===== src/rtl/cpu_mem_pkg.sv =====
`default_nettype none
// ============================================================================
// Module      : cpu_mem_pkg
// Description : Shared types and defaults for the two-port memory arbiter:
//               FSM state encoding, default bus widths and a small helper
//               for one-hot requester selection.
// Revision    : 1.0 - initial release
// ============================================================================
package cpu_mem_pkg;

  localparam int c_ADDR_W = 10;
  localparam int c_DATA_W = 16;

  typedef enum logic [1:0] {
    ST_IDLE   = 2'd0,
    ST_ACCESS = 2'd1,
    ST_DONE   = 2'd2
  } state_t;

  // One-hot code for the requester that is NOT the given one
  function automatic logic [1:0] other_of(input logic owner);
    return owner ? 2'b01 : 2'b10;
  endfunction

endpackage
`default_nettype wire


===== src/rtl/mem_arbiter_arb_pick.sv =====
`default_nettype none
// ============================================================================
// Module      : arb_pick
// Description : Combinational winner selection between requester 0
//               (datapath) and requester 1 (debug loader). A lone requester
//               always wins. On a tie the burst limit forces a hand-over to
//               the requester not served last; otherwise requester 1 wins,
//               or with MEM_ARBITER_RR_EN defined the requester not served
//               last wins (round-robin).
// Config      : MEM_ARBITER_RR_EN
// Revision    : 1.0 - initial release
// ============================================================================
module arb_pick
  import cpu_mem_pkg::*;
(
  input  logic [1:0] i_req,
  input  logic       i_last_owner,
  input  logic       i_burst_full,
  output logic [1:0] o_winner
);

  // Priority decision for the current request pair
  always_comb begin
    o_winner = 2'b00;
    case (i_req)
      2'b01: o_winner = 2'b01;
      2'b10: o_winner = 2'b10;
      2'b11: begin
        if (i_burst_full) begin
          o_winner = other_of(i_last_owner);
        end else begin
`ifdef MEM_ARBITER_RR_EN
          o_winner = other_of(i_last_owner);
`else
          o_winner = 2'b10;
`endif
        end
      end
      default: o_winner = 2'b00;
    endcase
  end

endmodule
`default_nettype wire


===== src/rtl/mem_arbiter.sv =====
`default_nettype none
// ============================================================================
// Module      : mem_arbiter
// Description : Two-requester arbiter for a single-port synchronous memory.
//               IDLE -> ACCESS (memory driven one cycle) -> DONE (ack pulse),
//               with a direct DONE -> ACCESS hand-over to the other requester
//               for one access every two cycles. A burst counter caps
//               consecutive grants to one owner while the other waits.
// Config      : MEM_ARBITER_RR_EN selects round-robin tie-breaking; when
//               undefined requester 1 has fixed priority.
// Revision    : 1.0 - initial release
// ============================================================================
module mem_arbiter
  import cpu_mem_pkg::*;
#(
  parameter int ADDR_W    = c_ADDR_W,
  parameter int DATA_W    = c_DATA_W,
  parameter int MAX_BURST = 4
) (
  input  logic              clk,
  input  logic              reset,
  input  logic              req0,
  input  logic              req1,
  input  logic              we0,
  input  logic              we1,
  input  logic [ADDR_W-1:0] addr0,
  input  logic [ADDR_W-1:0] addr1,
  input  logic [DATA_W-1:0] wdata0,
  input  logic [DATA_W-1:0] wdata1,
  output logic              ack0,
  output logic              ack1,
  output logic [DATA_W-1:0] rdata0,
  output logic [DATA_W-1:0] rdata1,
  output logic [ADDR_W-1:0] address,
  output logic [DATA_W-1:0] writeData,
  output logic              WE,
  input  logic [DATA_W-1:0] readData,
  output logic [1:0]        grant
);

  localparam int                 c_CNT_W     = $clog2(MAX_BURST + 1);
  localparam logic [c_CNT_W-1:0] c_BURST_MAX = c_CNT_W'(MAX_BURST);
  localparam logic [c_CNT_W-1:0] c_CNT_ONE   = c_CNT_W'(1);

  state_t              r_state;
  state_t              w_state_nxt;
  logic [1:0]          w_req_eff;
  logic [1:0]          w_winner;
  logic                w_start;
  logic                w_burst_full;

  logic [c_CNT_W-1:0]  r_burst_cnt;
  logic                r_last_owner;
  logic [1:0]          r_grant;
  logic                r_we;
  logic                r_we_op;
  logic                r_ack0;
  logic                r_ack1;
  logic [ADDR_W-1:0]   r_address;
  logic [DATA_W-1:0]   r_wdata;
  logic [DATA_W-1:0]   r_rdata0;
  logic [DATA_W-1:0]   r_rdata1;

  assign w_burst_full = (r_burst_cnt == c_BURST_MAX);

  arb_pick u_arb_pick (
    .i_req        (w_req_eff),
    .i_last_owner (r_last_owner),
    .i_burst_full (w_burst_full),
    .o_winner     (w_winner)
  );

  // State register
  always_ff @(posedge clk) begin
    if (reset) r_state <= ST_IDLE;
    else       r_state <= w_state_nxt;
  end

  // Next state; in DONE the owner's still-asserted request belongs to the
  // access being acknowledged, so only the other requester is considered
  always_comb begin
    w_state_nxt = r_state;
    w_req_eff   = 2'b00;
    case (r_state)
      ST_IDLE: begin
        w_req_eff = {req1, req0};
        if (w_winner != 2'b00) w_state_nxt = ST_ACCESS;
      end
      ST_ACCESS: begin
        w_state_nxt = ST_DONE;
      end
      ST_DONE: begin
        w_req_eff   = {req1, req0} & ~r_grant;
        w_state_nxt = (w_winner != 2'b00) ? ST_ACCESS : ST_IDLE;
      end
      default: w_state_nxt = ST_IDLE;
    endcase
  end

  assign w_start = (w_state_nxt == ST_ACCESS);

  // Request latching, memory strobes, acks, burst tracking and read capture
  always_ff @(posedge clk) begin
    if (reset) begin
      r_burst_cnt  <= '0;
      r_last_owner <= 1'b1;
      r_grant      <= 2'b00;
      r_we         <= 1'b0;
      r_we_op      <= 1'b0;
      r_ack0       <= 1'b0;
      r_ack1       <= 1'b0;
      r_address    <= '0;
      r_wdata      <= '0;
      r_rdata0     <= '0;
      r_rdata1     <= '0;
    end else begin
      r_ack0 <= 1'b0;
      r_ack1 <= 1'b0;
      if (r_state == ST_ACCESS) begin
        r_we   <= 1'b0;
        r_ack0 <= r_grant[0];
        r_ack1 <= r_grant[1];
      end
      if (r_state == ST_DONE) begin
        if (r_ack0 && !r_we_op) r_rdata0 <= readData;
        if (r_ack1 && !r_we_op) r_rdata1 <= readData;
        r_grant <= 2'b00;
      end
      if (w_start) begin
        r_grant      <= w_winner;
        r_we         <= w_winner[1] ? we1 : we0;
        r_we_op      <= w_winner[1] ? we1 : we0;
        r_address    <= w_winner[1] ? addr1 : addr0;
        r_wdata      <= w_winner[1] ? wdata1 : wdata0;
        r_last_owner <= w_winner[1];
        if (w_winner[1] != r_last_owner) r_burst_cnt <= c_CNT_ONE;
        else if (!w_burst_full)          r_burst_cnt <= r_burst_cnt + c_CNT_ONE;
      end
    end
  end

  // Reset gates the write strobe immediately so an aborted write never
  // reaches the memory on the reset edge
  assign WE        = r_we & ~reset;
  assign address   = r_address;
  assign writeData = r_wdata;
  assign grant     = r_grant;
  assign ack0      = r_ack0;
  assign ack1      = r_ack1;

  // Memory read data arrives in the ack cycle and is forwarded there;
  // afterwards the captured copy is held
  assign rdata0 = (r_ack0 && !r_we_op) ? readData : r_rdata0;
  assign rdata1 = (r_ack1 && !r_we_op) ? readData : r_rdata1;

endmodule
`default_nettype wire


===== config.mk =====
export PLATFORM = sky130hd
export DESIGN_NAME = mem_arbiter
export DESIGN_NICKNAME = d
export VERILOG_FILES = /design/src/rtl/cpu_mem_pkg.sv /design/src/rtl/mem_arbiter_arb_pick.sv /design/src/rtl/mem_arbiter.sv
export SDC_FILE = /design/constraint.sdc
export NUM_CORES = 1
export LEC_CHECK = 0
export ABC_CLOCK_PERIOD_IN_PS = 1950
export CORE_ASPECT_RATIO = 0.5
export CORE_MARGIN = 3
export CORE_UTILIZATION = 43
export CTS_CLUSTER_DIAMETER = 120
export DETAILED_ROUTE_END_ITERATION = 10
export GPL_ROUTABILITY_DRIVEN = 0
export PLACE_DENSITY = 0.88
export SLEW_MARGIN = 20
export SYNTH_ARGS = -nofsm -noshare
export SYNTH_HDL_FRONTEND = slang
export SYNTH_HIERARCHICAL = 1
export SYNTH_SLANG_ARGS = --single-unit

===== constraint.sdc =====
create_clock -name clk -period 1.95 [get_ports clk]
set_input_delay 0.195 -clock clk [delete_from_list [all_inputs] [get_ports clk]]
set_output_delay 0.195 -clock clk [all_outputs]
set_load 0.005 [all_outputs]

== Word level (Yosys, flattened, before mapping) ==
Index checks and enable logic that the tools add are counted.

* Bitwise logic cells: 5
* Add/sub/neg operators: 1
* Reductions and logical operators: 9
* Equality and inequality tests: 9
* Mux-type cells: 18

{| class="wikitable"
|+ Operator list
! operator !! number
|-
| two-way mux 16 bit || 3
|-
| one-hot mux 2 bit (3 select lines) || 2
|-
| two-way mux 10 bit || 1
|-
| two-way mux 2 bit || 5
|-
| == test 2 x 1 -> 1 bit, second input constant || 3
|-
| == test 2 bit, second input constant || 3
|-
| two-way mux 3 bit || 2
|-
| nonzero test 2 bit || 3
|-
| two-way mux 1 bit || 4
|-
| one-hot mux 2 bit (2 select lines) || 1
|-
| adder 3 x 1 -> 3 bit, second input constant || 1
|-
| == test 3 bit, second input constant || 1
|-
| AND 2 bit || 1
|-
| logical AND 1 bit || 2
|-
| logical NOT 2 bit || 1
|-
| inequality test 2 bit, second input constant || 1
|-
| inverter 1 bit || 2
|-
| inverter 2 bit || 1
|-
| AND reduction 2 bit || 1
|-
| OR reduction 2 bit || 1
|-
| AND 1 bit || 1
|-
| logical NOT 1 bit || 1
|-
| inequality test 1 bit || 1
|}

* Output and inout bits: 63
* Input bits: 74
* Word-level logic and storage cells: 54
* Bits in registers: 70

== Longest topological paths before layout ==
* Depth after elaboration: 10
* Gate-level depth with buffers: 12
* Gate-level depth less buffers: 9

== By module ==
The synthesis kept the hierarchy.

{| class="wikitable"
|+ By module, submodules not included
! module !! times used !! seq. area each (um2) !! cells an instance !! area each (um2)
|-
| mem_arbiter || 1 || 1,401.3 || 361 || 3,335.7
|-
| arb_pick || 1 || 0.0 || 4 || 21.3
|}

== Least setup slack after synthesis ==
Ideal clock, no wire load.

* Path kind: reg2reg
* Start: register r_burst_cnt[0]
* End: register r_burst_cnt[1]
* Data required time: 1.829 ns
* Library setup time: 0.121 ns
* Path slack: 0.175 ns
* Period minus slack after synthesis: 1.775 ns
* Path buffers: 3
* Stages on the path, launching flop included: 13
* Arrival: 1.654 ns
* Path through: dfxtp_1 inv_1 ha_1 nand2_1 inv_1 nand2_1 a21boi_1 o21ba_4 buf_6 buf_8 buf_8 nand4_1 nand3_1

* Longest elaborated chain between the ends: 8
* Elaborated cells on any way between the ends: 14
* Classes of those cells: add/sub (1); eq/ne (4); mux (7); reduce/logical (2)

{| class="wikitable"
|+ RTL lines
! item !! line !! source
|-
| from (decl) || mem_arbiter.sv:52 || <nowiki>logic [c_CNT_W-1:0] r_burst_cnt;</nowiki>
|-
| from (signal assigned) || mem_arbiter.sv:136 || <nowiki>if (w_winner[1] != r_last_owner) r_burst_cnt <= c_CNT_ONE;</nowiki>
|-
| from (signal assigned) || mem_arbiter.sv:137 || <nowiki>else if (!w_burst_full) r_burst_cnt <= r_burst_cnt + c_CNT_ONE;</nowiki>
|-
| == test 3 bit (*) || mem_arbiter.sv:64 || <nowiki>assign w_burst_full = (r_burst_cnt == c_BURST_MAX);</nowiki>
|-
| via w_burst_full || mem_arbiter.sv:50 || <nowiki>logic w_burst_full;</nowiki>
|-
| two-way mux 2 bit (*) || mem_arbiter_arb_pick.sv:29 || <nowiki>if (i_burst_full) begin</nowiki>
|-
| one-hot mux 2 bit (3 select lines) (*) || mem_arbiter_arb_pick.sv:25 || <nowiki>case (i_req)</nowiki>
|-
| via w_winner[0] || mem_arbiter.sv:48 || <nowiki>logic [1:0] w_winner;</nowiki>
|-
| nonzero test 2 bit (*) || mem_arbiter.sv:87, mem_arbiter.sv:94 ||
|-
| two-way mux 1 bit or two-way mux 2 bit (tied branches) || mem_arbiter.sv:94, mem_arbiter.sv:87 ||
|-
| one-hot mux 2 bit (3 select lines) (*) || mem_arbiter.sv:84 || <nowiki>case (r_state)</nowiki>
|-
| == test 2 x 1 -> 1 bit (*) || mem_arbiter.sv:100 || <nowiki>assign w_start = (w_state_nxt == ST_ACCESS);</nowiki>
|-
| AND reduction 2 bit (no source line) (*) || -- ||
|}

The timed path passes the listed nets; every way through them passes the cells marked *. The select of a mux whose other input is x is not followed.
A chain may end at the register's enable or synchronous reset.

== Worst setup path in the final report ==
* Start: register r_we_op
* End: output rdata0[8]

* Longest elaborated chain between the ends: 3

{| class="wikitable"
|+ RTL lines
! item !! line !! source
|-
| from (decl) || mem_arbiter.sv:56 || <nowiki>logic r_we_op;</nowiki>
|-
| from (signal assigned) || mem_arbiter.sv:132 || <nowiki>r_we_op <= w_winner[1] ? we1 : we0;</nowiki>
|-
| logical NOT 1 bit || mem_arbiter.sv:153 || <nowiki>assign rdata0 = (r_ack0 && !r_we_op) ? readData : r_rdata0;</nowiki>
|-
| logical AND 1 bit || mem_arbiter.sv:153 ||
|-
| two-way mux 16 bit || -- ||
|-
| to (decl) || mem_arbiter.sv:32 || <nowiki>output logic [DATA_W-1:0] rdata0,</nowiki>
|}

Every way passes these cells.

==> results summary <==
The run finished with clean final reports. After detailed routing, no signal wire sits above met4. The total power density per cell area is approximately 760 mW/mm2. The switching power summed over all nets came out at 0.999 mW. The area of the die is between 0.008 and 0.009 mm2. The routed design could run at a clock period as short as ~1.9 ns. The count of buffers added on input and output ports is about 140. The maximum clock rate is between 500 and 600 MHz. The worst hold path belongs to the class in2reg. For this run, the leading register cell type out of synthesis is dfxtp_1.

The critical path's largest stage delay is about 0.36 ns. The post-synthesis sequential element count came out at 70. The number of H-tree levels is 3. STA classifies the critical path endpoint as an output pin.

No sink is reached through more buffers than the 2 on the longest clock path. Entering global routing, the biggest net connects 70 pins. The number of pins exceeding their max-slew limit in the final report is 0. The worst hold path passes through 3 cells.

The count of inserted antenna diode cells came out at 0. Setup violations remaining at the end of the flow were counted as 0. The mapped netlist covers around 0.0034 mm2. The routed design uses 4.76 mm of met2 wire. The gate count of the mapped netlist is 365. The core outline area is around 0.0075 mm2.

The fraction of power consumed by sequential logic came out at 0.394. The overall routing resource usage is 0.206. Counting flops with a built-in enable in the synthesized netlist gives 0. The die outline width came out at roughly 130 um. The via count came out at between 3000 and 4000. The largest voltage drop on the vdd net came out at 531 uV.

The setup slack of the worst register-to-register path is about 0.11 ns. For this block, wires on met1 add up to around 4.0 mm. The average detailed-routed wire length per instance is 15.0 um. The post-detailed-routing wire length came out at approximately 9.4 mm. The fraction of power consumed by the clock network is 0.373. The post-layout utilization of the core is 0.716.

Traced cell by cell, the critical path runs through nor2b_4, buf_6, buf_4, mux2_2, dlygate4sd2_1. The total internal power came out at around 3 mW. Clock-pin slew was measured on the worst setup and hold paths at 0.05 ns. Wire segments on met3 add up to around 480 um in the final route.

The detail route stage leaves a number of antenna-violating nets equal to 0. The tree is rooted in a clkbuf_16. The area growth from synthesis to layout came out at 59.2%.

The share of flip-flops with an asynchronous set or reset is 0. The violation count after the first detailed-routing iteration came out at 261. The share of power burned in combinational logic came out at 0.233.

The max-cap violation count is 0. The net count of the mapped netlist is roughly 440. The number of warnings issued by yosys came out at 6. The worst register-to-register path begins at r_burst_cnt[1]$_SDFFE_PP0P_.

TritonCTS built the clock tree. The leakage power is between 2 and 2.5 nW. The clock drives 70 sinks.

The source-to-sink clock delay at the later pin of the worst-skew pair came out at 0.33 ns. The sum of overflow across all layers after global routing came out at 0. The critical-path maximum fanout is 5.

The final-report hold violation count is 0. After floorplanning, the core was divided into 22 placement rows. The data arrival time of the critical path is roughly 1.7 ns.

The number of buffers created by CTS came out at 9. The worst hold path terminates at r_state[0]$_SDFF_PP0_. The number of buffers and inverters on the critical path is 3. Among cell families on the critical path, the largest total delay comes from buffers and inverters. After the last flow step, the layout net total stands at roughly 600. The effective utilization at floorplan came out at 0.450.

The critical path in this run is classified as reg2out. After synthesis, the netlist uses 35 different library cells. The critical hold path startpoint is reset. The DRC violation count after routing is 0. The initial antenna violation count was 0. The number of global-route vias before repair was 3047. The critical register-to-register path endpoint is r_burst_cnt[0]$_SDFFE_PP0P_.

The half-perimeter wire length after placement is 6.09 mm. The net switching share of the total power came out at 0.247. The worst slew slack as a fraction of its limit is 0.484.

The depth of the worst register-to-register path is 10. The nature of the critical path startpoint is a flip-flop. The average instance area after synthesis is 9.20 um2. Dividing the final minimum period by the clock period gives 0.968. The slowest stage of the critical path is the dfxtp_4 cell. The worst-margin pin slew is around 0.77 ns. The proportion of layout cells with a drive suffix above 1 came out at 0.214.

The top-level I/O count is around 140. The first-pass GRT wire length is about 14 mm. The first-pass iteration count of the detailed router is 5. The power after layout is around 4.0 mW.

The chip height came out at 68.5 um. STA puts the critical path data required time at between 1.5 and 2 ns. The final clock skew came out at 0.00398 ns. The sequential-to-total area share from yosys stat came out at 0.417. Buffers inserted to repair hold after CTS numbered 0. Dividing the detail-routed via count by the number of cells gives 5.04.
[worst max path at each step]
stage / from / endpoint / cells past startpoint
2_1_floorplan: r_burst_cnt[0]$_SDFFE_PP0P_ / r_burst_cnt[1]$_SDFFE_PP0P_ / 12
3_3_place_gp: req1 / writeData[1]$_SDFFE_PP0N_ / 9
3_5_place_dp: req0 / writeData[13]$_SDFFE_PP0N_ / 9
4_1_cts: r_burst_cnt[1]$_SDFFE_PP0P_ / writeData[13]$_SDFFE_PP0N_ / 10
5_1_grt: r_burst_cnt[0]$_SDFFE_PP0P_ / r_burst_cnt[0]$_SDFFE_PP0P_ / 10
6_report: r_we_op$_SDFFE_PP0N_ / rdata0[8] / 5
[worst min-delay path, stage by stage]
cell and delay, ns:
buf_2 0.12, buf_12 0.21, nor2_1 0.13
[logic make-up after synthesis]
kind of cell             count (synthesis)  synth area share
multiplexers                            59             0.188
adder cells (fa/ha/maj)                  2           0.00745
AO/OA/AOI/OAI                           76             0.161
flip-flops                              70             0.417
AND/OR/NAND/NOR                        119             0.155
XOR/XNOR                                 1           0.00261
buffers and inverters                   38            0.0689
[registers in the layout, indices dropped and copies added (netlist names), 2 cells and up]
signal       flops
r_rdata0        16
r_burst_cnt      3
r_rdata1        16
r_state          2
grant            2
address         10
writeData       16
[power by group through the flow]
stage | Combinational (mW) | Sequential, mW | Clock [mW]
after floorplan | 0.399 | 1.62 | 0
after global placement | 0.846 | 1.61 | 0
after detailed placement | 0.865 | 1.62 | 0
after CTS | 0.876 | 1.59 | 1.53
after global routing | 1.01 | 1.60 | 1.59
final | 0.940 | 1.59 | 1.51
[cells in the mapped netlist (3+ instances only)]
cell | number | share of area
nand2b_1 | 3 | 0.0056
buf_6 | 5 | 0.017
a21oi_1 | 35 | 0.052
nand2_1 | 68 | 0.076
mux2i_1 | 27 | 0.081
dfxtp_1 | 70 | 0.42
mux2_2 | 32 | 0.11
nor2b_1 | 5 | 0.0093
inv_1 | 6 | 0.0067
buf_2 | 14 | 0.021
clkbuf_2 | 3 | 0.0045
nor2_1 | 31 | 0.035
a211oi_1 | 21 | 0.047
clkbuf_1 | 4 | 0.0045
a211oi_2 | 9 | 0.034
[per-layer routing]
metal,track usage,up-vias
met5,0,-
li1,-,1570
met4,0.0526,0
met2,0.368,99
met1,0.241,1493
met3,0.0694,17
[cell type report]
class	count	area [um2]
clock inverters	1	5.00
flip-flops and latches	70	1410
multi-input cells	257	1770
clock buffers	13	270
well taps	108	135
fillers	557	2120
repair buffers	176	1730
inverters	6	22.5
[repair_timing]
item | 4_1_cts | 5_1_grt
gates resized for setup | 42 | 11
endpoints found under the setup margin | 32 | 40
cloned | 1 | 2
pin swaps | 0 | 3
setup buffers | 9 | 5
[placed cells by master (no fill, tap or decap), types with 2 or more instances in the layout]
cell type	n
nand4bb_1	2
a211oi_2	10
a211oi_1	20
and4bb_2	2
a21oi_2	2
clkdlybuf4s15_1	4
nand3b_1	2
nand2b_1	3
nand4_1	2
mux2_2	32
dfxtp_2	2
dfxtp_1	67
nor2b_1	3
o21ai_0	2
clkbuf_16	11
clkbuf_8	3
buf_12	5
nor2b_4	2
dlygate4sd2_1	28
inv_1	5
a21oi_1	35
nor2_1	31
clkdlybuf4s50_1	103
buf_4	30
and2_1	2
mux2i_1	27
nand2_1	67
buf_6	3
[metrics by stage]
stage | hold slack, ns | cells | setup WS, ns | setup TNS, ns | instance area, um2
final | 0.380 | 631 | 0.0622 | 0 | 5340
after global routing | 0.391 | 631 | -0.0248 | -0.0255 | 5340
after CTS | 0.367 | 624 | 0.000242 | 0 | 5230
after detailed placement | 0.444 | 600 | -0.130 | -2.37 | 4890
after global placement | 0.440 | 600 | -0.0813 | -1.69 | 4890
after floorplan | 0.331 | 365 | 0.175 | 0 | 3360
Power figures use the tool's default switching activity.
